===== src/rtl/serial_adder_if.sv =====
// Operand/result bundle for the bit-serial adder.
// The master side drives the request and operands. The slave side returns status and the result.
interface serial_adder_if #(
    parameter int WIDTH = 8
);
    logic             start;
    logic [WIDTH-1:0] a;
    logic [WIDTH-1:0] b;
    logic             cin;
    logic             busy;
    logic             done;
    logic [WIDTH-1:0] sum;
    logic             cout;

    modport master (
        output start, a, b, cin,
        input  busy, done, sum, cout
    );

    modport slave (
        input  start, a, b, cin,
        output busy, done, sum, cout
    );
endinterface


===== src/rtl/serial_adder.sv =====
// Bit-serial adder: a single full-adder cell processes one operand bit per clock, LSB first.
// The carry-out of each bit is registered and fed back as the carry-in of the next bit.
//
// state | meaning
// ------+--------------------------------------------------------------
// IDLE  | waiting for start; sum/cout hold the last completed result
// RUN   | one bit per clock through the full adder; start is ignored
// DONE  | one-cycle result-valid pulse; start here chains the next add

module fa (
    input  logic a_i,
    input  logic b_i,
    input  logic c_i,
    output logic sum_o,
    output logic c_o
);
    assign sum_o = a_i ^ b_i ^ c_i;
    assign c_o   = (a_i & b_i) | (c_i & (a_i ^ b_i));
endmodule

module serial_adder #(
    parameter int WIDTH = 8
) (
    input  logic           clk,
    input  logic           rst,
    serial_adder_if.slave  bus
);
    localparam int CW = (WIDTH > 1) ? $clog2(WIDTH) : 1;

    localparam logic [1:0] S_IDLE = 2'd0;
    localparam logic [1:0] S_RUN  = 2'd1;
    localparam logic [1:0] S_DONE = 2'd2;

    localparam logic [CW-1:0] LAST_BIT = CW'(WIDTH - 1);

    logic [1:0]       state_q, state_d;
    logic [WIDTH-1:0] a_q, a_d;
    logic [WIDTH-1:0] b_q, b_d;
    // Only the upper WIDTH-1 bits of the partial-sum shifter are kept.
    // The final sum bit comes straight from the adder on the last edge.
    logic [WIDTH-2:0] s_q, s_d;
    logic [WIDTH-1:0] sum_q, sum_d;
    logic             carry_q, carry_d;
    logic             cout_q, cout_d;
    logic [CW-1:0]    count_q, count_d;

    logic             fa_sum;
    logic             fa_cout;
    logic [WIDTH-1:0] shifted;

    fa u_fa (
        .a_i   (a_q[0]),
        .b_i   (b_q[0]),
        .c_i   (carry_q),
        .sum_o (fa_sum),
        .c_o   (fa_cout)
    );

    assign shifted = {fa_sum, s_q};

    // Next-state and datapath decode
    always_comb begin
        state_d = state_q;
        a_d     = a_q;
        b_d     = b_q;
        s_d     = s_q;
        sum_d   = sum_q;
        carry_d = carry_q;
        cout_d  = cout_q;
        count_d = count_q;
        case (state_q)
            S_IDLE, S_DONE: begin
                if (bus.start) begin
                    state_d = S_RUN;
                    a_d     = bus.a;
                    b_d     = bus.b;
                    carry_d = bus.cin;
                    count_d = '0;
                end else begin
                    state_d = S_IDLE;
                end
            end
            S_RUN: begin
                a_d     = a_q >> 1;
                b_d     = b_q >> 1;
                s_d     = shifted[WIDTH-1:1];
                carry_d = fa_cout;
                count_d = count_q + 1'b1;
                if (count_q == LAST_BIT) begin
                    state_d = S_DONE;
                    sum_d   = shifted;
                    cout_d  = fa_cout;
                end
            end
            default: state_d = S_IDLE;
        endcase
    end

    // State and datapath registers; reset discards any add in flight
    always_ff @(posedge clk or posedge rst) begin
        if (rst) begin
            state_q <= S_IDLE;
            a_q     <= '0;
            b_q     <= '0;
            s_q     <= '0;
            sum_q   <= '0;
            carry_q <= 1'b0;
            cout_q  <= 1'b0;
            count_q <= '0;
        end else begin
            state_q <= state_d;
            a_q     <= a_d;
            b_q     <= b_d;
            s_q     <= s_d;
            sum_q   <= sum_d;
            carry_q <= carry_d;
            cout_q  <= cout_d;
            count_q <= count_d;
        end
    end

    assign bus.busy = (state_q == S_RUN);
    assign bus.done = (state_q == S_DONE);
    assign bus.sum  = sum_q;
    assign bus.cout = cout_q;
endmodule


===== src/flat_wrapper.sv =====
// flat-port wrapper written by rule: the top's interface ports become plain ports
module serial_adder_flat 
#(
    parameter int WIDTH = 8
)
  (clk, rst, bus_start, bus_a, bus_b, bus_cin, bus_busy, bus_done, bus_sum, bus_cout);
  serial_adder_if #(.WIDTH(WIDTH)) bus_i ();
  input  logic clk;
  input  logic rst;
  input wire logic [$bits(bus_i.start)-1:0] bus_start;
  input wire logic [$bits(bus_i.a)-1:0] bus_a;
  input wire logic [$bits(bus_i.b)-1:0] bus_b;
  input wire logic [$bits(bus_i.cin)-1:0] bus_cin;
  output wire logic [$bits(bus_i.busy)-1:0] bus_busy;
  output wire logic [$bits(bus_i.done)-1:0] bus_done;
  output wire logic [$bits(bus_i.sum)-1:0] bus_sum;
  output wire logic [$bits(bus_i.cout)-1:0] bus_cout;
  assign bus_i.start = bus_start;
  assign bus_i.a = bus_a;
  assign bus_i.b = bus_b;
  assign bus_i.cin = bus_cin;
  assign bus_busy = bus_i.busy;
  assign bus_done = bus_i.done;
  assign bus_sum = bus_i.sum;
  assign bus_cout = bus_i.cout;
  serial_adder #(.WIDTH(WIDTH)) u_core (.clk(clk), .rst(rst), .bus(bus_i));
endmodule

===== config.mk =====
export PLATFORM = sky130hd
export DESIGN_NAME = serial_adder_flat
export DESIGN_NICKNAME = d
export VERILOG_FILES = /design/src/rtl/serial_adder_if.sv /design/src/rtl/serial_adder.sv /design/src/flat_wrapper.sv
export SDC_FILE = /design/constraint.sdc
export NUM_CORES = 1
export LEC_CHECK = 0
export ABC_CLOCK_PERIOD_IN_PS = 2300
export CAP_MARGIN = 5
export CORE_MARGIN = 2
export CORE_UTILIZATION = 45
export CTS_CLUSTER_DIAMETER = 200
export DETAILED_ROUTE_END_ITERATION = 10
export MAX_ROUTING_LAYER = met4
export PLACE_DENSITY_LB_ADDON = 0.15
export SLEW_MARGIN = 20
export SYNTH_ARGS = -nofsm -noshare
export SYNTH_HDL_FRONTEND = slang
export SYNTH_SLANG_ARGS = --single-unit

===== constraint.sdc =====
create_clock -name clk -period 2.3 [get_ports clk]
set_clock_uncertainty 0.2 [all_clocks]
set_input_delay 0.46 -clock clk [delete_from_list [all_inputs] [get_ports clk]]
set_output_delay 0.46 -clock clk [all_outputs]
set_load 0.005 [all_outputs]

==> impl_metrics.yaml <==
layout:
  antenna_cells: 0
  synthToLayoutAreaGrowth_pct: 23.5
  drive_above_1_share_pct: 13.1
  fin_nets: 214
  fill_cells: 321
worst_hold_path:
  hp-class: "flip-flop to flip-flop"
floorplan:
  die_h_um: 67.5
  fp.dieW_um: 67.5
  row_count: 23
  io-pin-count: 31
  start_util_pct: 46.0
  core_um2: 3940
  die-area_um2: 4550
power_and_ir_drop:
  power.density_nw_per_um2: 1240
  leakage_nw: 0.984
  finalPower_mw: 2.78
  vdd_drop_max_mv: 0.606
synth:
  yosysTopAreaCell: "dfrtp_1"
  yosysWarnings: 0
  synthFlopType: "dfrtp_1"
  synthCells: 159
  synth.avg_cell_area_um2: 11.4
  ys_seq_area_share_pct: 52.4
  async_reset_ff_share_pct: 100
  post-synth-top-count-cell: "dfrtp_1"
  synthesis.nets: 182
  yosysUniqueCellTypes: 28
  synth_area_leaders: "dfrtp_1, mux2_4, mux2i_1, a211oi_1, nand2_1"
  netlist_top_cells_count: "dfrtp_1, nand2_1, mux2i_1, nor2b_1"
  ys_ff_latch: 38
  synth.cell_area_um2: 1810
  synth_edf_count: 0
  yosysTopAreaCellShare_pct: 52.4
clocking:
  htree_levels: 2
  root_buffer: "clkbuf_8"
  cts_tree: "done"
  max-clock-path-buffers: 2
  clkSlewWorstSetupHoldPaths_ps: 70
  clkLatencyLatePin_ps: 290
  cts.sinks: 38
  cts_buffers: 5
  holdBufCountCts: 0
timing:
  fin_crit_sh_pct: 96.0
  rsz0062_at_grt: "false"
  finalSetupTns_ps: 0
  fin_crit_ps: 2210
  slew_viol_final: 0
  slew_headroom_pct: 67.3
  worst_pin_slew_ps: 490
  finalHoldViolCount: 0
  clock.fmax_ghz: 0.453
  setup_ws_ps: 92.9
  final-setup-viol-count: 0
drt:
  viasPerCell: 5.14
  drt_pass1_iterations: 4
  wl_per_cell_um: 13.7
  drt_wl_total_mm: 3.30
  postRouteAntennaNets: 0
  drc_errors: 0
  vias: 1239
  drt_iter0_drc: 83
critical_path:
  endpoint_kind: "output port"
  rrSetupSlack_ps: 640
  cp.required_ps: 1640
  critical_path_class: "flip-flop to output port"
  worst_setup_path_start_kind: "flip-flop"
  cp_max_fo: 13
  arrival_ps: 1550
global_routing:
  grt_max_degree: 39
  antenna_found_initial: 0
  track_usage_pct: 17.8
  first_global_vias: 1262
  gr-total-overflow: 0
  grt_pass1_wl_mm: 5.73
placed_design:
  pre_cts_ws_ps: 310
  portBuffers: 30
  dpl.hpwl_mm: 2.31
  place.gp.congestion: 0.742
run:
  maxCapViolCount: 0
outcome:
  outcome: "complete, no violations"
final timing paths:
| kind | start | to | cells after the start |
|---|---|---|---|
| worst max-delay path | u_core.state_q[1]$_DFFE_PP0P_ | bus_busy | 3 |
| worst min-delay path | u_core.a_q[6]$_DFFE_PP0P_ | u_core.a_q[6]$_DFFE_PP0P_ | 1 |
| worst max register to register | u_core.count_q[0]$_DFFE_PP0P_ | u_core.count_q[2]$_DFFE_PP0P_ | 4 |
| worst min register to register | u_core.a_q[6]$_DFFE_PP0P_ | u_core.a_q[6]$_DFFE_PP0P_ | 1 |
| max in group asynchronous | rst | u_core.a_q[7]$_DFFE_PP0P_ | 3 |
| min in group asynchronous | rst | u_core.bus.sum[1]$_DFFE_PP0P_ | 3 |
flip-flops by register name, summed over array words and instances (netlist names):
signal and cells:
u_core.a_q 8, u_core.b_q 8, u_core.bus.cout 1, u_core.bus.sum 8, u_core.carry_q 1, u_core.count_q 3
u_core.s_q 7, u_core.state_q 2
logic make-up after synthesis:
logic type                 Yosys count  share of synthesized area (%)
AOI/OAI and AO/OA                   34                           11.9
adders and majority gates            3                           2.48
buffers and inverters               13                           3.87
DFF                                 38                           52.4
muxes                               23                           15.3
and+or+nand+nor                     48                           14.0
placed cells by master (no fill, tap or decap), drive strengths merged:
cell type	n
a211oi	12
a21o	1
a21oi	12
a22o	3
and2b	1
buf	5
clkbuf	5
clkdlybuf4s50	30
clkinv	2
dfrtp	38
fa	1
ha	2
inv	3
mux2	10
mux2i	13
nand2	23
nand2b	2
nand3	2
nand3b	1
nor2	4
nor2b	13
nor3	2
o21ai	4
o22ai	2
metrics by stage:
stage / std cells / hold slack (ps) / utilization (%) / cell area [um2]
after floorplan: 159 / 246 / - / 1810
after global placement: 234 / 278 / 54.7 / 2160
after detailed placement: 234 / 281 / 54.7 / 2160
after CTS: 241 / 300 / 56.7 / 2240
after global routing: 241 / 334 / 56.8 / 2240
final: 241 / 296 / 56.8 / 2240
power breakdown:
| group | internal, mW | switching [mW] | leakage (nW) |
|---|---|---|---|
| Sequential | 0.987 | 0.221 | 0.460 |
| Combinational | 0.644 | 0.498 | 0.480 |
| Clock | 0.203 | 0.229 | 0.0438 |
cell type report:
| cell class | instances | area, um2 | area share, % |
|---|---|---|---|
| clock inverter | 2 | 10.0 | 0.447 |
| clock buffer | 5 | 68.8 | 3.07 |
| multi-input combinational | 108 | 792 | 35.4 |
| tap | 50 | 62.6 | 2.79 |
| timing repair buffer | 35 | 338 | 15.1 |
| sequential | 38 | 951 | 42.5 |
| inverter | 3 | 16.3 | 0.727 |
worst max-delay path, stage by stage, from the launching register on:
cell and delay, ps:
dfrtp_1 390, nand2b_4 210, inv_6 150, clkdlybuf4s50_1 510
routing by layer:
layer / part of all wire [%] / up-vias / global-route usage, %
met3: 4.3 / 5 / 4.00
met2: 48 / 39 / 27.3
met4: 1.5 / 0 / 8.42
met1: 46 / 581 / 22.2
li1: - / 614 / -
met5: 0 / - / -
timing repair:
action                     in CTS  in global routing
setup buffers                   0                  0
hold endpoints to repair        0                  0
setup endpoints to repair       0                  1
resized for setup               0                  1
Power figures use the tool's default switching activity.
